`src/rtl/toast_branch_ctrl_if.sv`:
```
// toast_branch_ctrl_if: redirect handshake between the EX-stage branch
// controller (master) and the instruction fetch unit (slave).
// The controller drives a new fetch PC with a valid flag and IF answers
// with ready; the PC is held stable until the handshake completes.
interface toast_branch_ctrl_if;
    logic        redirect_valid_o;
    logic [31:0] redirect_pc_o;
    logic        redirect_ready_i;

    modport master (
        output redirect_valid_o,
        output redirect_pc_o,
        input  redirect_ready_i
    );

    modport slave (
        input  redirect_valid_o,
        input  redirect_pc_o,
        output redirect_ready_i
    );
endinterface

```
`src/rtl/toast_branch_ctrl.sv`:
```
// toast_branch_ctrl: EX-stage branch/jump resolution controller.
// Evaluates the branch condition, feeds the operands to toast_branchgen,
// registers the computed target and hands it to IF over the redirect
// handshake, stalling EX while the redirect waits and flushing IF/ID until
// FLUSH_CYCLES cycles after it has been accepted.
// Optional feature: define TOAST_BRANCH_MISALIGN_EN to add misalign_o, a
// registered one-cycle pulse raised instead of a redirect when a taken
// target is not word aligned.
module toast_branch_ctrl #(
    parameter int unsigned FLUSH_CYCLES = 2,
    parameter int unsigned CNT_W        = 32,
    // Encoding of the register-relative (JALR style) branchgen operation;
    // must match REG_OFFSET in toast_definitions.vh.
    parameter logic [1:0]  REG_OFFSET   = 2'b01
) (
    input  logic                clk_i,
    input  logic                rst_i,

    input  logic                ex_valid_i,
    input  logic                ex_jump_i,
    input  logic                ex_branch_i,
    input  logic [1:0]          ex_branch_op_i,
    input  logic [2:0]          ex_funct3_i,
    input  logic [31:0]         ex_pc_i,
    input  logic [31:0]         ex_rs1_i,
    input  logic [31:0]         ex_rs2_i,
    input  logic [31:0]         ex_imm_i,

    output logic [1:0]          bg_op_o,
    output logic [31:0]         bg_pc_o,
    output logic [31:0]         bg_regdata_o,
    output logic [31:0]         bg_imm_o,
    input  logic [31:0]         bg_dest_i,

    toast_branch_ctrl_if.master redir_if,

    output logic                stall_o,
    output logic                flush_o,
    output logic [31:0]         link_o,
    output logic [CNT_W-1:0]    taken_cnt_o
`ifdef TOAST_BRANCH_MISALIGN_EN
    ,
    output logic                misalign_o
`endif
);

    typedef enum logic [1:0] {
        IDLE  = 2'd0,
        REDIR = 2'd1,
        FLUSH = 2'd2
    } state_t;

    // Value loaded into the flush down-counter; FLUSH_CYCLES is limited to
    // 1..7 so three bits always suffice.
    localparam logic [2:0] FLUSH_LAST = 3'(FLUSH_CYCLES - 1);

    state_t             state_q;
    logic               redirValid_q;
    logic [31:0]        redirPc_q;
    logic               stall_q;
    logic               flush_q;
    logic [2:0]         flushCnt_q;
    logic [CNT_W-1:0]   takenCnt_q;
`ifdef TOAST_BRANCH_MISALIGN_EN
    logic               misalign_q;
`endif

    logic               condMet;
    logic               isJalr;
    logic               take;
    logic               badTarget;
    logic [31:0]        target_d;

    // Branchgen operands are a straight combinational mirror of EX, so the
    // target is available in the same cycle the condition is evaluated.
    always_comb begin
        bg_op_o      = ex_branch_op_i;
        bg_pc_o      = ex_pc_i;
        bg_regdata_o = ex_rs1_i;
        bg_imm_o     = ex_imm_i;
        link_o       = ex_pc_i + 32'd4;
    end

    // Branch condition decode from funct3; the two reserved codes never take.
    always_comb begin
        condMet = 1'b0;
        case (ex_funct3_i)
            3'b000:  condMet = (ex_rs1_i == ex_rs2_i);
            3'b001:  condMet = (ex_rs1_i != ex_rs2_i);
            3'b100:  condMet = ($signed(ex_rs1_i) <  $signed(ex_rs2_i));
            3'b101:  condMet = ($signed(ex_rs1_i) >= $signed(ex_rs2_i));
            3'b110:  condMet = (ex_rs1_i <  ex_rs2_i);
            3'b111:  condMet = (ex_rs1_i >= ex_rs2_i);
            default: condMet = 1'b0;
        endcase
    end

    // Take decision and target shaping: a jump wins over a branch when both
    // are flagged, and JALR targets have bit 0 cleared.
    always_comb begin
        isJalr    = ex_jump_i && (ex_branch_op_i == REG_OFFSET);
        take      = ex_valid_i && (state_q == IDLE) &&
                    (ex_jump_i || (ex_branch_i && condMet));
        target_d  = isJalr ? {bg_dest_i[31:1], 1'b0} : bg_dest_i;
`ifdef TOAST_BRANCH_MISALIGN_EN
        badTarget = (target_d[1:0] != 2'b00);
`else
        badTarget = 1'b0;
`endif
    end

    // Redirect sequencer with registered handshake, stall and flush outputs.
    always_ff @(posedge clk_i) begin
        if (rst_i) begin
            state_q      <= IDLE;
            redirValid_q <= 1'b0;
            redirPc_q    <= 32'd0;
            stall_q      <= 1'b0;
            flush_q      <= 1'b0;
            flushCnt_q   <= 3'd0;
            takenCnt_q   <= '0;
`ifdef TOAST_BRANCH_MISALIGN_EN
            misalign_q   <= 1'b0;
`endif
        end else begin
`ifdef TOAST_BRANCH_MISALIGN_EN
            misalign_q <= 1'b0;
`endif
            case (state_q)
                IDLE: begin
                    if (take) begin
                        if (badTarget) begin
`ifdef TOAST_BRANCH_MISALIGN_EN
                            misalign_q <= 1'b1;
`endif
                        end else begin
                            redirPc_q    <= target_d;
                            redirValid_q <= 1'b1;
                            stall_q      <= 1'b1;
                            flush_q      <= 1'b1;
                            state_q      <= REDIR;
                        end
                    end
                end
                REDIR: begin
                    if (redir_if.redirect_ready_i) begin
                        redirValid_q <= 1'b0;
                        stall_q      <= 1'b0;
                        takenCnt_q   <= takenCnt_q + 1'b1;
                        flushCnt_q   <= FLUSH_LAST;
                        state_q      <= FLUSH;
                    end
                end
                FLUSH: begin
                    if (flushCnt_q == 3'd0) begin
                        flush_q <= 1'b0;
                        state_q <= IDLE;
                    end else begin
                        flushCnt_q <= flushCnt_q - 3'd1;
                    end
                end
                default: begin
                    redirValid_q <= 1'b0;
                    stall_q      <= 1'b0;
                    flush_q      <= 1'b0;
                    state_q      <= IDLE;
                end
            endcase
        end
    end

    assign redir_if.redirect_valid_o = redirValid_q;
    assign redir_if.redirect_pc_o    = redirPc_q;
    assign stall_o                   = stall_q;
    assign flush_o                   = flush_q;
    assign taken_cnt_o               = takenCnt_q;
`ifdef TOAST_BRANCH_MISALIGN_EN
    assign misalign_o                = misalign_q;
`endif

endmodule

```
`src/flat_wrapper.sv`:
```
// flat-port wrapper written by rule: the top's interface ports become plain ports
module toast_branch_ctrl_flat 
#(
    parameter int unsigned FLUSH_CYCLES = 2,
    parameter int unsigned CNT_W        = 32,
                                                                          
                                                     
    parameter logic [1:0]  REG_OFFSET   = 2'b01
)
  (clk_i, rst_i, ex_valid_i, ex_jump_i, ex_branch_i, ex_branch_op_i, ex_funct3_i, ex_pc_i, ex_rs1_i, ex_rs2_i, ex_imm_i, bg_op_o, bg_pc_o, bg_regdata_o, bg_imm_o, bg_dest_i, stall_o, flush_o, link_o, taken_cnt_o, redir_if_redirect_valid_o, redir_if_redirect_pc_o, redir_if_redirect_ready_i);
  toast_branch_ctrl_if redir_if_i ();
  input  logic clk_i;
  input  logic rst_i;
  input  logic ex_valid_i;
  input  logic ex_jump_i;
  input  logic ex_branch_i;
  input  logic [1:0] ex_branch_op_i;
  input  logic [2:0] ex_funct3_i;
  input  logic [31:0] ex_pc_i;
  input  logic [31:0] ex_rs1_i;
  input  logic [31:0] ex_rs2_i;
  input  logic [31:0] ex_imm_i;
  output logic [1:0] bg_op_o;
  output logic [31:0] bg_pc_o;
  output logic [31:0] bg_regdata_o;
  output logic [31:0] bg_imm_o;
  input  logic [31:0] bg_dest_i;
  output logic stall_o;
  output logic flush_o;
  output logic [31:0] link_o;
  output logic [CNT_W-1:0] taken_cnt_o;
  output wire logic [$bits(redir_if_i.redirect_valid_o)-1:0] redir_if_redirect_valid_o;
  output wire logic [$bits(redir_if_i.redirect_pc_o)-1:0] redir_if_redirect_pc_o;
  input wire logic [$bits(redir_if_i.redirect_ready_i)-1:0] redir_if_redirect_ready_i;
  assign redir_if_redirect_valid_o = redir_if_i.redirect_valid_o;
  assign redir_if_redirect_pc_o = redir_if_i.redirect_pc_o;
  assign redir_if_i.redirect_ready_i = redir_if_redirect_ready_i;
  toast_branch_ctrl #(.FLUSH_CYCLES(FLUSH_CYCLES), .CNT_W(CNT_W), .REG_OFFSET(REG_OFFSET)) u_core (.clk_i(clk_i), .rst_i(rst_i), .ex_valid_i(ex_valid_i), .ex_jump_i(ex_jump_i), .ex_branch_i(ex_branch_i), .ex_branch_op_i(ex_branch_op_i), .ex_funct3_i(ex_funct3_i), .ex_pc_i(ex_pc_i), .ex_rs1_i(ex_rs1_i), .ex_rs2_i(ex_rs2_i), .ex_imm_i(ex_imm_i), .bg_op_o(bg_op_o), .bg_pc_o(bg_pc_o), .bg_regdata_o(bg_regdata_o), .bg_imm_o(bg_imm_o), .bg_dest_i(bg_dest_i), .redir_if(redir_if_i), .stall_o(stall_o), .flush_o(flush_o), .link_o(link_o), .taken_cnt_o(taken_cnt_o));
endmodule
```
`config.mk`:
```
export PLATFORM = sky130hd
export DESIGN_NAME = toast_branch_ctrl_flat
export DESIGN_NICKNAME = d
export VERILOG_FILES = /design/src/rtl/toast_branch_ctrl_if.sv /design/src/rtl/toast_branch_ctrl.sv /design/src/flat_wrapper.sv
export SDC_FILE = /design/constraint.sdc
export NUM_CORES = 1
export LEC_CHECK = 0
export ABC_AREA = 1
export CORE_ASPECT_RATIO = 0.6
export CORE_MARGIN = 2
export CORE_UTILIZATION = 34
export DETAILED_ROUTE_END_ITERATION = 12
export GPL_TIMING_DRIVEN = 0
export HOLD_SLACK_MARGIN = 0.02
export PLACE_DENSITY_LB_ADDON = 0.2
export SYNTH_ARGS = -nofsm -noshare
export SYNTH_HDL_FRONTEND = slang
export SYNTH_SLANG_ARGS = --single-unit
```
`constraint.sdc`:
```
create_clock -name clk_i -period 2.3 [get_ports clk_i]
set_input_delay 0.46 -clock clk_i [delete_from_list [all_inputs] [get_ports clk_i]]
set_output_delay 0.46 -clock clk_i [all_outputs]
set_load 0.005 [all_outputs]
```
==> impl_metrics.env, run 1 <==
export IMPL_pre_cts_ws_ns=-1.437
export IMPL_cp_cell_sequence="buf_12 -> ha_4 -> nand3_4 -> nor3b_4 -> nand3_2 -> nor4_4 -> nand3b_4 -> nor2_4 -> nand2_4 -> nor2_4 -> nand4_2 -> xnor2_1 -> buf_2"
export IMPL_cts_sinks=71
export IMPL_setup_ws_ns=-0.3796
export IMPL_io_pins=368
export IMPL_grt_pass1_vias=6322
export IMPL_root_buffer="clkbuf_16"
export IMPL_ctsHtreeMaxLevel=3
export IMPL_slew_limit_headroom=0.4791
export IMPL_violations="setup timing"
export IMPL_wl_per_cell_um=14.90
export IMPL_syn_inst=829
export IMPL_wirelength_um=21660
export IMPL_clk_latency_ns=0.33
export IMPL_status="complete, but fails checks"
export IMPL_path_clk_slew_ns=0.06
export IMPL_first_pass_iters=5
export IMPL_yosysWarnings=0
export IMPL_synthDistinctLibCells=38
export IMPL_final_nets=1429
export IMPL_drtIter0Drc=370
export IMPL_die_w_um=170.6
export IMPL_async_flop_share=0
export IMPL_cp_max_fo=4
export IMPL_clock_skew_ns=0.006660
export IMPL_start_util=0.3483
export IMPL_yosys_top_cells_area="dfxtp_1 (25%), buf_4 (13%), inv_1 (8.9%)"
export IMPL_grt_pass1_wl_um=32310
export IMPL_power_leakage_uw=0.004953
export IMPL_vias=6655
export IMPL_worst_setup_path_end_kind="output pin"
export IMPL_cp_slowest_cell="nor4_4"
export IMPL_rsz0062_at_grt="yes"
export IMPL_max_cap_viol_count=0
export IMPL_cts_buffers=9
export IMPL_synth_top_area_share=0.2509
export IMPL_grt_max_degree=13
export IMPL_finalCritPeriodShare=1.165
export IMPL_hold_viol=0
export IMPL_synthTopCellsByCount="inv_1 (134), nand2_1 (134), buf_4 (101), nor2_1 (74), dfxtp_1 (71)"
export IMPL_die_y_um=104.0
export IMPL_synth_seq_area_share=0.2509
export IMPL_power_density_mw_per_mm2=396.6
export IMPL_cpMostUsedCell="nor2_4"
export IMPL_crit_buf_inv=2
export IMPL_multi_input_area_mm2=0.003901
export IMPL_holdBufCountCts=0
export IMPL_track_usage=0.2271
export IMPL_drive_gt1_frac=0.3809
export IMPL_worstSetupStartpointType="input port"
export IMPL_grt_ovfl_total=0
export IMPL_critPathRequiredTime_ns=1.84
export IMPL_synth_nets=1036
export IMPL_post_place_cells=1390
export IMPL_antenna_found_initial=0
export IMPL_setup_viol=13
export IMPL_slowest_delay_ns=0.25
export IMPL_syn_area_mm2=0.005664
export IMPL_io_buffers=333
export IMPL_synth_largest_area_cell="dfxtp_1"
export IMPL_ys_flop_type="dfxtp_1"
export IMPL_syn_area_per_cell_um2=6.833
export IMPL_slew_violations=0
export IMPL_worst_setup_path_type="input port to output pin"
export IMPL_die_area_mm2=0.01774
export IMPL_cts_buffer_depth=2
export IMPL_worstMarginPinSlew_ns=0.7813
export IMPL_synth_seq_cells=71
export IMPL_worstPathArrival_ns=2.22
export IMPL_utilization=0.6721
export IMPL_fmax_ghz=0.3732
export IMPL_crit_family="simple AND/OR/NAND/NOR gates"
export IMPL_via_per_inst=4.577
export IMPL_core_area_mm2=0.01626
export IMPL_irDropWorstVdd_v=0.0004338
export IMPL_remaining_drc_errors=0
export IMPL_nFillCells=1390
export IMPL_regArea_mm2=0.001424
export IMPL_fp_row_count=36
export IMPL_syn2layout_area_growth_pct=92.93
export IMPL_post_route_min_period_ns=2.680
export IMPL_place_congestion=0.8370
export IMPL_n_antenna_cell=0
export IMPL_timing_setup_tns_ns=-3.150
export IMPL_cts_tree="yes"
export IMPL_synth_edff_count=0
export IMPL_dp_hpwl_um=15730
export IMPL_drtAntennaViolNets=0
export IMPL_final_instance_count_excl_fill=1454
export IMPL_hold_path_class="register to register"
[state kept, by name, indices dropped and copies added, names as in the netlist]
register / count
u_core.redir_if.redirect_valid_o: 1
u_core.state_q: 2
u_core.flushCnt_q: 3
u_core.flush_o: 1
u_core.redir_if.redirect_pc_o: 32
u_core.taken_cnt_o: 32
[tightest hold or removal path: stages (launching register included)]
cell	delay [ns]
dfxtp_1	0.34
a21oi_2	0.04
nor2_1	0.06
[worst paths after layout]
check | startpoint | endpoint | slack (ns) | cells past startpoint
worst min-delay path | u_core.redir_if.redirect_pc_o[8] | u_core.redir_if.redirect_pc_o[8] | 0.47 | 2
worst max register to register | u_core.taken_cnt_o[0] | u_core.taken_cnt_o[28] | 0.14 | 12
worst max-delay path | ex_pc_i[2] | link_o[30] | -0.38 | 13
worst min register to register | u_core.redir_if.redirect_pc_o[8] | u_core.redir_if.redirect_pc_o[8] | 0.47 | 2
[kinds of logic (layout without fill, tap and decap cells)]
group                      Yosys count  after routing  share of synthesized area
xor gates and xnor gates            38             38                    0.05876
AOI/OAI and AO/OA                   92             92                    0.08394
buffers and inverters              256            653                     0.2454
adders and majority gates           36             36                    0.07952
DFF                                 71             71                     0.2509
and+or+nand+nor                    336            336                     0.2814
[cell type report]
| type | count | share of cell area |
|---|---|---|
| Multi-Input combinational cell | 502 | 0.3570 |
| Buffer | 122 | 0.08507 |
| Timing Repair Buffer | 382 | 0.3259 |
| Inverter | 134 | 0.04717 |
| Clock inverter | 6 | 0.007900 |
| Sequential cell | 71 | 0.1303 |
| Clock buffer | 9 | 0.02061 |
| Tap cell | 228 | 0.02610 |
[layout by cell type, fill, tap and decap left out, types with 10 or more instances in the layout]
cell,netlist,routed
a21oi_1,68,30
nor3_1,25,18
nand2_2,2,18
ha_4,0,32
o21ai_0,18,15
nand3_2,2,21
xor2_1,32,32
dfxtp_1,71,69
inv_1,134,99
a21oi_2,0,34
inv_2,0,31
buf_2,4,63
nand2_1,134,110
nand4_1,12,12
nor2_2,3,10
dlymetal6s2s_1,0,12
dlygate4sd2_1,0,14
nor2_1,74,61
nand3_1,54,30
buf_4,101,134
buf_6,6,20
clkbuf_16,0,11
clkdlybuf4s50_1,0,219
[through the flow]
stage	hold WS (ns)	power, µW	area [µm²]
global route	0.4957	4531	10930
finish	0.4736	4334	10930
global placement	0.4514	2595	9304
CTS	0.4740	4264	10490
detailed placement	0.4673	2607	9304
floorplan	0.4390	1880	5685
[power breakdown]
| group | switching [µW] | internal (µW) |
|---|---|---|
| clock | 534 | 941 |
| combinational | 645 | 880 |
| sequential | 43.2 | 1290 |
| total | 1220 | 3110 |
[layer usage]
metal	vias to the layer above	part of all wire	track usage
met1	3042	0.41	0.2852
met4	0	0.019	0.05433
met5	-	0	0
met2	268	0.49	0.3927
li1	3314	-	-
met3	31	0.076	0.05175
[repair_timing]
item	in CTS	in global routing
resized for setup	495	127
setup endpoints to repair	66	67
buffers inserted	34	13
pin swaps	124	59
cloned	5	2
No activity file was read; power rests on OpenSTA's default activity.
==> run 2, diff against run 1 <==
--- a/config.mk
+++ b/config.mk
@@ -6,8 +6,8 @@
 export NUM_CORES = 1
 export LEC_CHECK = 0
 export ABC_AREA = 1
+export CAP_MARGIN = 30
 export CORE_ASPECT_RATIO = 0.6
-export CORE_MARGIN = 2
 export CORE_UTILIZATION = 34
 export DETAILED_ROUTE_END_ITERATION = 12
 export GPL_TIMING_DRIVEN = 0
==> run 2 against run 1 <==
  * The flow still finishes with violations (setup timing)
  * Setup slack improved by 0.047 ns
  * Total power increased by 0.56%
  * Non-clock buffer count is 11 higher
  * Hold slack got worse by 0.0088 ns
==> impl_metrics.env, run 2 (synthesized netlist as in run 1, its figures left out) <==
export IMPL_cts_sinks=71
export IMPL_post_route_min_period_ns=2.633
export IMPL_final_common_cell="clkdlybuf4s50_1"
export IMPL_worst_setup_path_type="input port to output pin"
export IMPL_power_uw=4358
export IMPL_worst_setup_path_end_kind="output pin"
export IMPL_holdPathStages=2
export IMPL_finalCritPeriodShare=1.145
export IMPL_cp_slowest_cell="nor4_4"
export IMPL_die_y_um=102.0
export IMPL_n_antenna_cell=0
export IMPL_die_area_mm2=0.01720
export IMPL_slew_limit_headroom=0.4044
export IMPL_track_usage=0.2316
export IMPL_crit_path_start="ex_pc_i[13]"
export IMPL_cts_buffers=9
export IMPL_cts_tree="yes"
export IMPL_antenna_found_initial=0
export IMPL_utilization=0.6811
export IMPL_worstPathArrival_ns=2.17
export IMPL_rr_worst_depth=10
export IMPL_worstMarginPinSlew_ns=0.8934
export IMPL_clk_latency_ns=0.33
export IMPL_grt_pass1_wl_um=31290
export IMPL_worstSetupEndpoint="link_o[30]"
export IMPL_start_util=0.3483
export IMPL_rr_startpoint="u_core.taken_cnt_o[1]"
export IMPL_grt_ovfl_total=0
export IMPL_hold_path_class="register to register"
export IMPL_root_buffer="clkbuf_16"
export IMPL_slowest_delay_ns=0.37
export IMPL_die_w_um=168.6
export IMPL_wl_per_cell_um=14.89
export IMPL_remaining_drc_errors=0
export IMPL_fp_row_count=36
export IMPL_place_congestion=0.8762
export IMPL_final_nets=1440
export IMPL_cpMostUsedCell="nor2_4"
export IMPL_cts_buffer_depth=2
export IMPL_slew_violations=0
export IMPL_critPathRequiredTime_ns=1.84
export IMPL_fmax_ghz=0.3799
export IMPL_dp_hpwl_um=15500
export IMPL_status="complete, but fails checks"
export IMPL_io_buffers=333
export IMPL_drtAntennaViolNets=0
export IMPL_power_density_mw_per_mm2=393.5
export IMPL_holdBufCountCts=0
export IMPL_rsz0062_at_grt="yes"
export IMPL_r2r_end="u_core.taken_cnt_o[30]"
export IMPL_max_cap_viol_count=0
export IMPL_clock_skew_ns=0.01097
export IMPL_wirelength_um=21810
export IMPL_drtIter0Drc=323
export IMPL_setup_viol=31
export IMPL_irDropWorstVdd_v=0.0004506
export IMPL_power_leakage_uw=0.005012
export IMPL_violations="setup timing"
export IMPL_rrSetupSlack_ns=0.08
export IMPL_ctsHtreeMaxLevel=3
export IMPL_vias=6619
export IMPL_drive_gt1_frac=0.3985
export IMPL_setup_ws_ns=-0.3325
export IMPL_syn2layout_area_growth_pct=95.54
export IMPL_grt_max_degree=13
export IMPL_worstSetupStartpointType="input port"
export IMPL_cp_cell_sequence="dlygate4sd2_1 -> inv_1 -> nor4_4 -> nand3b_4 -> nor2_4 -> nand2_4 -> nor2_4 -> nand4_2 -> xnor2_1 -> buf_2"
export IMPL_io_pins=368
export IMPL_layout_common_cells="clkdlybuf4s50_1 (221), buf_4 (143), nand2_1 (102)"
export IMPL_hold_viol=0
export IMPL_path_clk_slew_ns=0.06
export IMPL_cp_max_fo=3
export IMPL_via_per_inst=4.518
export IMPL_grt_pass1_vias=6116
export IMPL_first_pass_iters=5
export IMPL_core_area_mm2=0.01626
run 2: cell count changes in the layout (fill, tap and decap cells not counted), sizes merged:
cell and change:
clkdlybuf4s50 +2, dlygate4sd2 -3, clkdlybuf4s15 -3, clkbuf -3, dlymetal6s2s +1, buf +17
run 2: layer usage:
metal | up-vias | GRT usage | part of all wire
met5 | - | 0 | 0
met4 | 0 | 0.05245 | 0.015
met3 | 25 | 0.05112 | 0.061
met2 | 248 | 0.4178 | 0.50
met1 | 3014 | 0.2843 | 0.42
li1 | 3332 | - | -
run 2: worst min path at each step:
stage | from | endpoint | slack (ns)
2_1_floorplan | u_core.flushCnt_q[1] | u_core.flushCnt_q[1] | 0.44
3_3_place_gp | u_core.flushCnt_q[1] | u_core.flushCnt_q[1] | 0.45
3_5_place_dp | u_core.flushCnt_q[1] | u_core.flushCnt_q[1] | 0.45
4_1_cts | u_core.flushCnt_q[1] | u_core.flushCnt_q[1] | 0.47
5_1_grt | u_core.redir_if.redirect_pc_o[30] | u_core.redir_if.redirect_pc_o[30] | 0.51
6_report | u_core.redir_if.redirect_pc_o[31] | u_core.redir_if.redirect_pc_o[31] | 0.46
run 2: cell type report:
class,instances,area (µm²)
Inverter,134,510.5
Fill cell,1356,5185
Sequential cell,71,1424
Timing Repair Buffer,393,3642
Clock buffer,9,225.2
Buffer,122,925.9
Multi-Input combinational cell,502,3976
Clock inverter,6,86.33
Tap cell,228,285.3
run 2: per-stage QoR:
step,TNS (ns),hold WS [ns],worst slack [ns],cell area [µm²],instances
final,-4.228,0.4648,-0.3325,11080,1465
after floorplan,-0.3182,0.4390,-0.1325,5685,829
after detailed placement,-57.98,0.4541,-1.423,9304,1390
after CTS,-7.042,0.4728,-0.5391,10590,1452
after global placement,-56.38,0.4510,-1.415,9304,1390
after global routing,-9.631,0.5065,-0.4713,11080,1465
run 2: power breakdown:
part           leakage [µW]  switching (µW)  total [µW]  internal (µW)
Sequential         0.000580            41.7        1330           1290
Combinational       0.00428             661        1560            898
Clock              0.000151             526        1470            941
run 2: worst max-delay path: cells and delay by family:
kind / cells / cell delay, ns
XOR/XNOR: 1 / 0.15
AND/OR/NAND/NOR: 6 / 0.92
buffers and inverters: 3 / 0.65
run 2: what timing repair did:
action	CTS	global route
gates resized for setup	483	152
setup endpoints to repair	66	68
buffers inserted	41	20
pin swaps	109	54
gates cloned	6	0
